File: src/rtl/softmax_v_mac.sv
// Attention output row o[d] = sum_j p_j * V[j][d]: captures one softmax row, then runs one shared 3-stage MAC.
// Optional SOFTMAX_V_SAT_FLAG_EN adds a sticky sat_flag output.
module softmax_v_mac #(
  parameter int SOFTMAX_IN_WIDTH = 12,
  parameter int V_WIDTH          = 8,
  parameter int D_V              = 64,
  parameter int DV_ADDR_WIDTH    = $clog2(D_V),
  parameter int MAX_NUM_KEYS     = 256,
  parameter int IDX_ADDR_WIDTH   = $clog2(MAX_NUM_KEYS),
  parameter int ACC_WIDTH        = 30,
  parameter int OUT_WIDTH        = 16,
  parameter int OUT_FRAC_BITS    = 4
) (
  input  logic                               clk,
  input  logic                               rst_,
  input  logic                               start,
  input  logic [IDX_ADDR_WIDTH:0]            num_keys,
  input  logic [SOFTMAX_IN_WIDTH-1:0]        softmax_j,
  input  logic                               softmax_valid,
  input  logic [IDX_ADDR_WIDTH-1:0]          softmax_idx,
  output logic [IDX_ADDR_WIDTH-1:0]          v_key_idx,
  output logic [DV_ADDR_WIDTH-1:0]           v_dv_idx,
  input  logic signed [V_WIDTH-1:0]          v_j,
  output logic signed [OUT_WIDTH-1:0]        out_data,
  output logic [DV_ADDR_WIDTH-1:0]           out_idx,
  output logic                               out_valid,
  output logic                               busy,
  output logic                               done
`ifdef SOFTMAX_V_SAT_FLAG_EN
  ,
  output logic                               sat_flag
`endif
);

  localparam int PROD_W = SOFTMAX_IN_WIDTH + V_WIDTH + 1;
  localparam int SH     = SOFTMAX_IN_WIDTH - OUT_FRAC_BITS;
  localparam logic [IDX_ADDR_WIDTH:0]   MAX_N  = (IDX_ADDR_WIDTH+1)'(MAX_NUM_KEYS);
  localparam logic [IDX_ADDR_WIDTH:0]   ONE_N  = (IDX_ADDR_WIDTH+1)'(1);
  localparam logic [IDX_ADDR_WIDTH-1:0] ONE_K  = IDX_ADDR_WIDTH'(1);
  localparam logic [DV_ADDR_WIDTH-1:0]  ONE_D  = DV_ADDR_WIDTH'(1);
  localparam logic [DV_ADDR_WIDTH-1:0]  LAST_D = DV_ADDR_WIDTH'(D_V - 1);
  localparam logic signed [ACC_WIDTH-1:0] RND     = ACC_WIDTH'(2 ** (SH - 1));
  localparam logic signed [ACC_WIDTH-1:0] OUT_MAX = {{(ACC_WIDTH-OUT_WIDTH+1){1'b0}}, {(OUT_WIDTH-1){1'b1}}};
  localparam logic signed [ACC_WIDTH-1:0] OUT_MIN = {{(ACC_WIDTH-OUT_WIDTH+1){1'b1}}, {(OUT_WIDTH-1){1'b0}}};

  typedef enum logic [2:0] {S_IDLE, S_CAPTURE, S_COMPUTE, S_DRAIN, S_DONE} state_t;

  function automatic logic signed [ACC_WIDTH-1:0] round_acc(input logic signed [ACC_WIDTH-1:0] a);
    return (a + RND) >>> SH;
  endfunction

  function automatic logic signed [OUT_WIDTH-1:0] sat_out(input logic signed [ACC_WIDTH-1:0] r);
    if (r > OUT_MAX)      return OUT_MAX[OUT_WIDTH-1:0];
    else if (r < OUT_MIN) return OUT_MIN[OUT_WIDTH-1:0];
    else                  return r[OUT_WIDTH-1:0];
  endfunction

  state_t                        r_state, w_next;
  logic [IDX_ADDR_WIDTH:0]       r_n, r_cap_cnt, w_n_clamp;
  logic [IDX_ADDR_WIDTH-1:0]     r_key;
  logic [DV_ADDR_WIDTH-1:0]      r_d;
  logic                          r_drain;
  logic [SOFTMAX_IN_WIDTH-1:0]   r_buf [MAX_NUM_KEYS];
  logic                          w_start_ok, w_cap, w_cap_last, w_key_last, w_issue, w_issue_last;

  logic                          vld_p1, key0_p1, last_p1, vld_p2, key0_p2, last_p2;
  logic [SOFTMAX_IN_WIDTH-1:0]   r_p_p1;
  logic [DV_ADDR_WIDTH-1:0]      r_d_p1, r_d_p2;
  logic signed [PROD_W-1:0]      w_prod_p1, r_prod_p2;
  logic signed [ACC_WIDTH-1:0]   r_acc, w_prod_ext, w_acc_next, w_round;

  assign w_start_ok   = start && (r_state == S_IDLE || r_state == S_DONE);
  assign w_n_clamp    = (num_keys > MAX_N) ? MAX_N : num_keys;
  assign w_cap        = (r_state == S_CAPTURE) && softmax_valid;
  assign w_cap_last   = w_cap && ((r_cap_cnt + ONE_N) == r_n);
  assign w_key_last   = ({1'b0, r_key} == (r_n - ONE_N));
  assign w_issue      = (r_state == S_COMPUTE);
  assign w_issue_last = w_issue && w_key_last && (r_d == LAST_D);

  assign v_key_idx = r_key;
  assign v_dv_idx  = r_d;
  assign busy      = (r_state == S_CAPTURE) || (r_state == S_COMPUTE) || (r_state == S_DRAIN);
  assign done      = (r_state == S_DONE);

  always_ff @(posedge clk or negedge rst_) begin
    if (!rst_) r_state <= S_IDLE;
    else       r_state <= w_next;
  end

  always_comb begin
    w_next = r_state;
    case (r_state)
      S_IDLE, S_DONE: if (w_start_ok) w_next = (w_n_clamp == '0) ? S_DONE : S_CAPTURE;
      S_CAPTURE:      if (w_cap_last) w_next = S_COMPUTE;
      S_COMPUTE:      if (w_issue_last) w_next = S_DRAIN;
      S_DRAIN:        if (r_drain) w_next = S_DONE;
      default:        w_next = S_IDLE;
    endcase
  end

  // Address generation: key is the inner loop so one d completes every N cycles.
  always_ff @(posedge clk or negedge rst_) begin
    if (!rst_) begin
      r_n       <= '0;
      r_cap_cnt <= '0;
      r_key     <= '0;
      r_d       <= '0;
      r_drain   <= 1'b0;
    end else begin
      r_drain <= (r_state == S_DRAIN);
      if (w_start_ok) begin
        r_n       <= w_n_clamp;
        r_cap_cnt <= '0;
        r_key     <= '0;
        r_d       <= '0;
      end
      if (w_cap) r_cap_cnt <= r_cap_cnt + ONE_N;
      if (w_issue) begin
        if (w_key_last) begin
          r_key <= '0;
          r_d   <= (r_d == LAST_D) ? '0 : r_d + ONE_D;
        end else begin
          r_key <= r_key + ONE_K;
        end
      end
    end
  end

  always_ff @(posedge clk) begin
    if (w_cap) r_buf[softmax_idx] <= softmax_j;
  end

  // Stage p1: weight and V element available
  always_ff @(posedge clk or negedge rst_) begin
    if (!rst_) begin
      vld_p1  <= 1'b0;
      key0_p1 <= 1'b0;
      last_p1 <= 1'b0;
      vld_p2  <= 1'b0;
      key0_p2 <= 1'b0;
      last_p2 <= 1'b0;
    end else begin
      vld_p1  <= w_issue;
      key0_p1 <= (r_key == '0);
      last_p1 <= w_key_last;
      vld_p2  <= vld_p1;
      key0_p2 <= key0_p1;
      last_p2 <= last_p1;
    end
  end

  always_ff @(posedge clk) begin
    r_p_p1    <= r_buf[r_key];
    r_d_p1    <= r_d;
    r_prod_p2 <= w_prod_p1;
    r_d_p2    <= r_d_p1;
  end

  assign w_prod_p1 = PROD_W'($signed({1'b0, r_p_p1})) * PROD_W'(v_j);

  // Stage p2: accumulate; a key-0 product restarts the sum for a new d
  assign w_prod_ext = ACC_WIDTH'(r_prod_p2);
  assign w_acc_next = key0_p2 ? w_prod_ext : r_acc + w_prod_ext;
  assign w_round    = round_acc(w_acc_next);

  always_ff @(posedge clk or negedge rst_) begin
    if (!rst_) begin
      r_acc     <= '0;
      out_valid <= 1'b0;
      out_data  <= '0;
      out_idx   <= '0;
    end else begin
      out_valid <= vld_p2 && last_p2;
      if (vld_p2) r_acc <= w_acc_next;
      if (vld_p2 && last_p2) begin
        out_data <= sat_out(w_round);
        out_idx  <= r_d_p2;
      end
    end
  end

`ifdef SOFTMAX_V_SAT_FLAG_EN
  always_ff @(posedge clk or negedge rst_) begin
    if (!rst_)           sat_flag <= 1'b0;
    else if (w_start_ok) sat_flag <= 1'b0;
    else if (vld_p2 && last_p2 && (w_round > OUT_MAX || w_round < OUT_MIN)) sat_flag <= 1'b1;
  end
`endif

endmodule

File: config.mk
export PLATFORM = sky130hd
export DESIGN_NAME = softmax_v_mac
export DESIGN_NICKNAME = d
export VERILOG_FILES = /design/src/rtl/softmax_v_mac.sv
export SDC_FILE = /design/constraint.sdc
export NUM_CORES = 2
export LEC_CHECK = 0
export ABC_AREA = 0
export ABC_CLOCK_PERIOD_IN_PS = 4700
export CORE_MARGIN = 2
export CORE_UTILIZATION = 57
export DETAILED_ROUTE_END_ITERATION = 6
export PLACE_DENSITY_LB_ADDON = 0.08
export SYNTH_ARGS = -nofsm -noshare
export SYNTH_HDL_FRONTEND = slang
export SYNTH_SLANG_ARGS = --single-unit
File: constraint.sdc
create_clock -name clk -period 4.7 [get_ports clk]
set_input_delay 1.175 -clock clk [delete_from_list [all_inputs] [get_ports clk]]
set_output_delay 1.175 -clock clk [all_outputs]
set_load 0.01 [all_outputs]
## Word level (Yosys, flattened, before mapping)

Memory sizes are Yosys's and may differ from the RTL's. A register that Yosys moved wholly into a read port is not among the register bits.
Index checks and enable logic that the tools add are counted.

| storage, ports and cells | value |
|---|---|
| register bits | 128 |
| memory bits (writable) | 3072 |
| input port bits | 41 |
| output and inout port bits | 39 |
| logic and storage cells | 78 |
| memories | 1 |

| cells by class | value |
|---|---|
| add/subtract/negate cells | 6 |
| multiply operators | 1 |
| order comparisons | 3 |
| equality and inequality tests | 11 |
| multiplexer cells | 21 |
| reduce and logical (&&, ||, !) cells | 16 |

Memories:

| memory | words | width | rd ports | clocked after memory_dff | wr ports | line | RTL |
|---|---|---|---|---|---|---|---|
| r_buf | 256 | 12 | 1 | 1 | 1 | 63 | `logic [SOFTMAX_IN_WIDTH-1:0] r_buf [MAX_NUM_KEYS];` |

Operator list:

| kind | count |
|---|---|
| 2-to-1 mux 16 bit | 2 |
| adder 30 x 21 -> 30 bit | 1 |
| adder 30 x 9 -> 30 bit, second input constant | 1 |
| 2-to-1 mux 30 bit | 1 |
| 2-to-1 mux 9 bit | 3 |
| 2-to-1 mux 6 bit | 4 |
| 2-to-1 mux 8 bit | 3 |
| > comparator 22 x 16 -> 1 bit, second input constant | 1 |
| < comparator 22 x 16 -> 1 bit, second input constant | 1 |
| multiplier 13 x 8 -> 21 bit | 1 |
| 2-to-1 mux 3 bit | 5 |
| one-hot mux 3 bit (4 select lines) | 1 |
| adder 9 x 1 -> 9 bit, second input constant | 1 |
| equality test 8 x 9 -> 1 bit | 1 |
| equality test 9 bit | 1 |
| > comparator 9 bit, second input constant | 1 |
| zero test 9 bit | 1 |
| subtractor 9 x 1 -> 9 bit, second input constant | 1 |
| adder 8 x 1 -> 8 bit, second input constant | 1 |
| zero test 8 bit | 1 |
| adder 6 x 1 -> 6 bit, second input constant | 1 |
| equality test 3 x 2 -> 1 bit, second input constant | 2 |
| equality test 6 bit, second input constant | 1 |
| logical AND 1 bit | 6 |
| other kinds (10) | 16 |

## Depth between registers and ports, before layout

| logic depth | value |
|---|---|
| depth in word-level cells | 6 |
| mapped depth | 23 |
| mapped depth without buffers | 22 |

## Least setup slack after synthesis

Ideal clock, no wire load.

| timing path | value |
|---|---|
| path kind | input port to flip-flop |
| start point | input v_j[7] |
| end point | register r_prod_p2[19] |
| library setup time | 72 ps |
| arrival time | 5743 ps |
| data required time | 4628 ps |
| setup slack | -1116 ps |
| stages | 21 |
| buffers on the path | 1 |
| cells stage by stage | clkbuf_1 -> inv_1 -> fa_1 -> fa_1 -> inv_1 -> fa_1 -> inv_1 -> fa_1 -> inv_1 -> ha_1 -> inv_1 -> o21ai_0 -> a21oi_1 -> o21ai_0 -> a21oi_1 -> o21ai_0 -> a2111oi_0 -> nor2_1 -> a211o_1 -> a21oi_1 -> xnor2_1 |

| on the way | value |
|---|---|
| longest elaborated chain between the ends | 1 |

RTL lines:

| element | line | RTL |
|---|---|---|
| start: declaration | 23 | `input logic signed [V_WIDTH-1:0] v_j,` |
| multiplier 13 x 8 -> 21 bit | 159 | `assign w_prod_p1 = PROD_W'($signed({1'b0, r_p_p1})) * PROD_W'(v_j);` |
| via w_prod_p1[19] | 69 | `logic signed [PROD_W-1:0] w_prod_p1, r_prod_p2;` |
| end signal: assignment | 155 | `r_prod_p2 <= w_prod_p1;` |
| end: declaration | 69 |  |

The timed path passes the listed nets, and every way through them passes these cells.
A chain may end at the register's enable or synchronous reset.

## Worst setup path after layout

| timing path | value |
|---|---|
| start point | register r_acc[0] |
| end point | register out_data[11] |

| on the way | value |
|---|---|
| longest elaborated chain between the ends | 6 |
| elaborated cells on any way between the ends | 7 |
| those cells by class | add/sub (2); order compare (2); mux (3) |

RTL lines:

| element | line | RTL |
|---|---|---|
| start: declaration | 70 | `logic signed [ACC_WIDTH-1:0] r_acc, w_prod_ext, w_acc_next, w_round;` |
| start signal: assignment | 174 | `if (vld_p2) r_acc <= w_acc_next;` |
| adder 30 x 21 -> 30 bit * | 163 | `assign w_acc_next = key0_p2 ? w_prod_ext : r_acc + w_prod_ext;` |
| 2-to-1 mux 30 bit * | 163 |  |
| via w_acc_next[8] | 70 |  |
| adder 30 x 9 -> 30 bit * | 49 | `return (a + RND) >>> SH;` |
| < comparator 22 x 16 -> 1 bit | 54 | `else if (r < OUT_MIN) return OUT_MIN[OUT_WIDTH-1:0];` |
| 2-to-1 mux 16 bit | 54 |  |
| 2-to-1 mux 16 bit * | 53 | `if (r > OUT_MAX) return OUT_MAX[OUT_WIDTH-1:0];` |
| end signal: assignment | 176 | `out_data <= sat_out(w_round);` |
| end: declaration | 24 | `output logic signed [OUT_WIDTH-1:0] out_data,` |

Mark *: on every way through the listed nets, which the timed path passes. The rest lies on a longest branch.

==> metrics <==
Post-synth ARST share 2.958%; met3 Track Usage GR 4.752%; synthesized netlist cell count 5897; Avg WL per Cell 31.76 um; multi-input logic area 0.03177 mm2; ys flop type edfxtp_1; Tightest Pin Transition 1142 ps; Critical Path End Type flop; WS Path Type flop to flop; drt total wl 312.1 mm; Slew Limit Fails 0; final cycle utilization of the critical path 98.44%; fin worst setup slack 73.30 ps; Pwr Density 425.2 mW/mm2; Storage cell area 0.09557 mm2; most frequent cells in the layout 3072 x edfxtp_1, 1020 x mux4_2, 509 x buf_4; fmax 0.2161 GHz; Root Buffer clkbuf_16; Area Growth Syn to Fin 15.15%; hold crit path type primary input to asynchronous set/reset pin; CP arrival 5390 ps; fillers 14544; number of global-route vias before repair 63132; setup tns final 0 ps; Seq/Total Area, Yosys 74.36%; synthesized area 0.1285 mm2; H-tree depth 5; DRT iter0 DRCs 7900; vias 62966; TritonCTS buffer count 335; Static Leak 0.04826 uW; Site Rows 174; Worst-path clk slew 60 ps; Syn Area/Cell 21.78 um2; worst hold slack 282.5 ps; register-to-register setup slack 70 ps; largest net degree at the start of global routing 128; DRC viols 0; Net count, final 6769; number of flops mapped to enable cells by yosys 3072; clock latency on the worst-skew pair 970 ps; die height 478.7 um; busiest grt layer met2; slew margin rel. 23.84%; commonest non-fill, non-tap cell in the layout edfxtp_1; Tmin final 4627 ps; met1 usage 40.49%; full die area 0.2292 mm2; dpl ws -1710 ps; core footprint 0.2245 mm2; GR Overflow Total 0; initial antenna violation count 23; cts hold-fix bufs 0; global-route wire length before repair 454.5 mm; io pins 80; final core occ 65.90%; VDD IR-drop max 0.3598 mV; Post-DP HPWL 195.3 mm; Max-Cap Viols 0; outcome finished clean; syn nets 6086; antenna viol nets, final 0; unrepaired setup endpoints after global routing yes; Worst EP required 5460 ps; drt via density 6.407; clock tree buffer depth 4; non-filler cells, final 9827; Unique masters post-synth 87; placed cells 9219; clk sinks 3212; met2 Use GR 43.57%; Startpoint Class flop; ratio of cells with drive above 1 in the final layout 32.34%; Hold Vio Cnt, Final 0; initial core utilization 57.23%; Critical Path Fanout Max 7; Chip Width 478.7 um; setup violators final 0; All-Layer GR Usage 27.63%; Final Wtd Congestion 0.8561; TritonCTS clock tree built; DR pass1 iterations 6; Worst Skew 89.55 ps; Buffers on Ports 79; number of synthesis warnings 0; Yosys reg bits 3212
-- metal layers --
metal	part of all wire, %	wire (um)
met5	0.013	41
met4	3.0	9459
met3	7.3	22760
met2	49	152400
met1	41	127400
-- area by class of cell --
class / instances / share of cell area [%]
flip-flops and latches: 3212 / 64.61
repair buffers: 659 / 4.078
well taps: 2992 / 2.531
clock buffers: 422 / 6.011
inverters: 117 / 0.2969
multi-input cells: 2255 / 21.48
clock inverters: 160 / 0.9745
diodes: 10 / 0.01692
-- critical path, cell delays in order, from the launching register on --
cell	delay (ps)
dfrtp_1	350
ha_2	190
inv_2	40
fa_2	340
nand2b_4	150
a211o_1	280
a21oi_2	170
nor3_2	70
o31ai_2	330
ha_2	250
inv_2	40
or4_4	550
nor4_4	260
nand3b_4	150
or4_4	460
nor2_4	140
nor3_4	60
a41o_2	340
a221o_1	310
-- synthesized netlist by cell type, drive strengths merged, types with 25 or more instances --
library cell | instances | area share [%]
a21oi | 76 | 0.31
and2 | 58 | 0.28
buf | 103 | 0.32
clkbuf | 212 | 0.62
dfrtp | 95 | 1.9
dfxtp | 45 | 0.70
edfxtp | 3072 | 72
fa | 62 | 0.97
ha | 86 | 0.84
inv | 117 | 0.34
mux4 | 1020 | 18
nand2 | 133 | 0.39
nand2b | 25 | 0.12
nand3 | 35 | 0.14
nor2 | 347 | 1.0
o21ai | 78 | 0.30
xnor2 | 38 | 0.26
-- sequential cells by signal, indices dropped and copies added (netlist names), 6 cells and up --
register   flops
v_key_idx      8
out_idx        6
r_p_p1        12
r_prod_p2     21
r_buf       3072
v_dv_idx       6
out_data      16
r_d_p2         6
r_acc         30
r_n            9
r_d_p1         6
r_cap_cnt      9
-- cell families (layout without fill, tap and decap cells) --
family / Yosys count / after routing / share of synthesized area [%]
adders and majority gates: 148 / 148 / 1.804
AOI/OAI and AO/OA: 286 / 288 / 1.479
buffers and inverters: 432 / 1358 / 1.278
xor gates and xnor gates: 62 / 62 / 0.4227
other: 0 / 10 / 0
and+or+nand+nor: 710 / 710 / 2.540
DFF: 3212 / 3212 / 74.36
muxes: 1047 / 1047 / 18.11
-- report_power, final --
group          switching (uW)  internal, uW
registers                 162         31600
clock network           10600         14700
logic                    3520          2350
total                   14300         48600
-- final timing paths --
path | start | end | cells past startpoint
max | r_acc[0] | out_data[11] | 18
min | rst_ | r_acc[1] | 1
max reg2reg | r_acc[0] | out_data[11] | 18
min reg2reg | r_d_p1[5] | r_d_p2[5] | 0
max in group asynchronous | rst_ | out_data[10] | 2
min in group clk | r_d_p1[5] | r_d_p2[5] | 0
-- what timing repair did --
item,CTS,global route
pin swaps,29,41
setup endpoints to repair,23,21
gates resized for setup,60,67
endpoints found under the hold margin,0,0
cloned,1,1
buffers inserted,6,9
-- stage by stage --
stage | power (uW) | cell area (um2)
floorplan | 35780 | 128600
global route | 65010 | 147900
detailed placement | 37810 | 137100
CTS | 63070 | 147600
finish | 62890 | 147900
global placement | 37750 | 137100
Power figures use the tool's default switching activity.
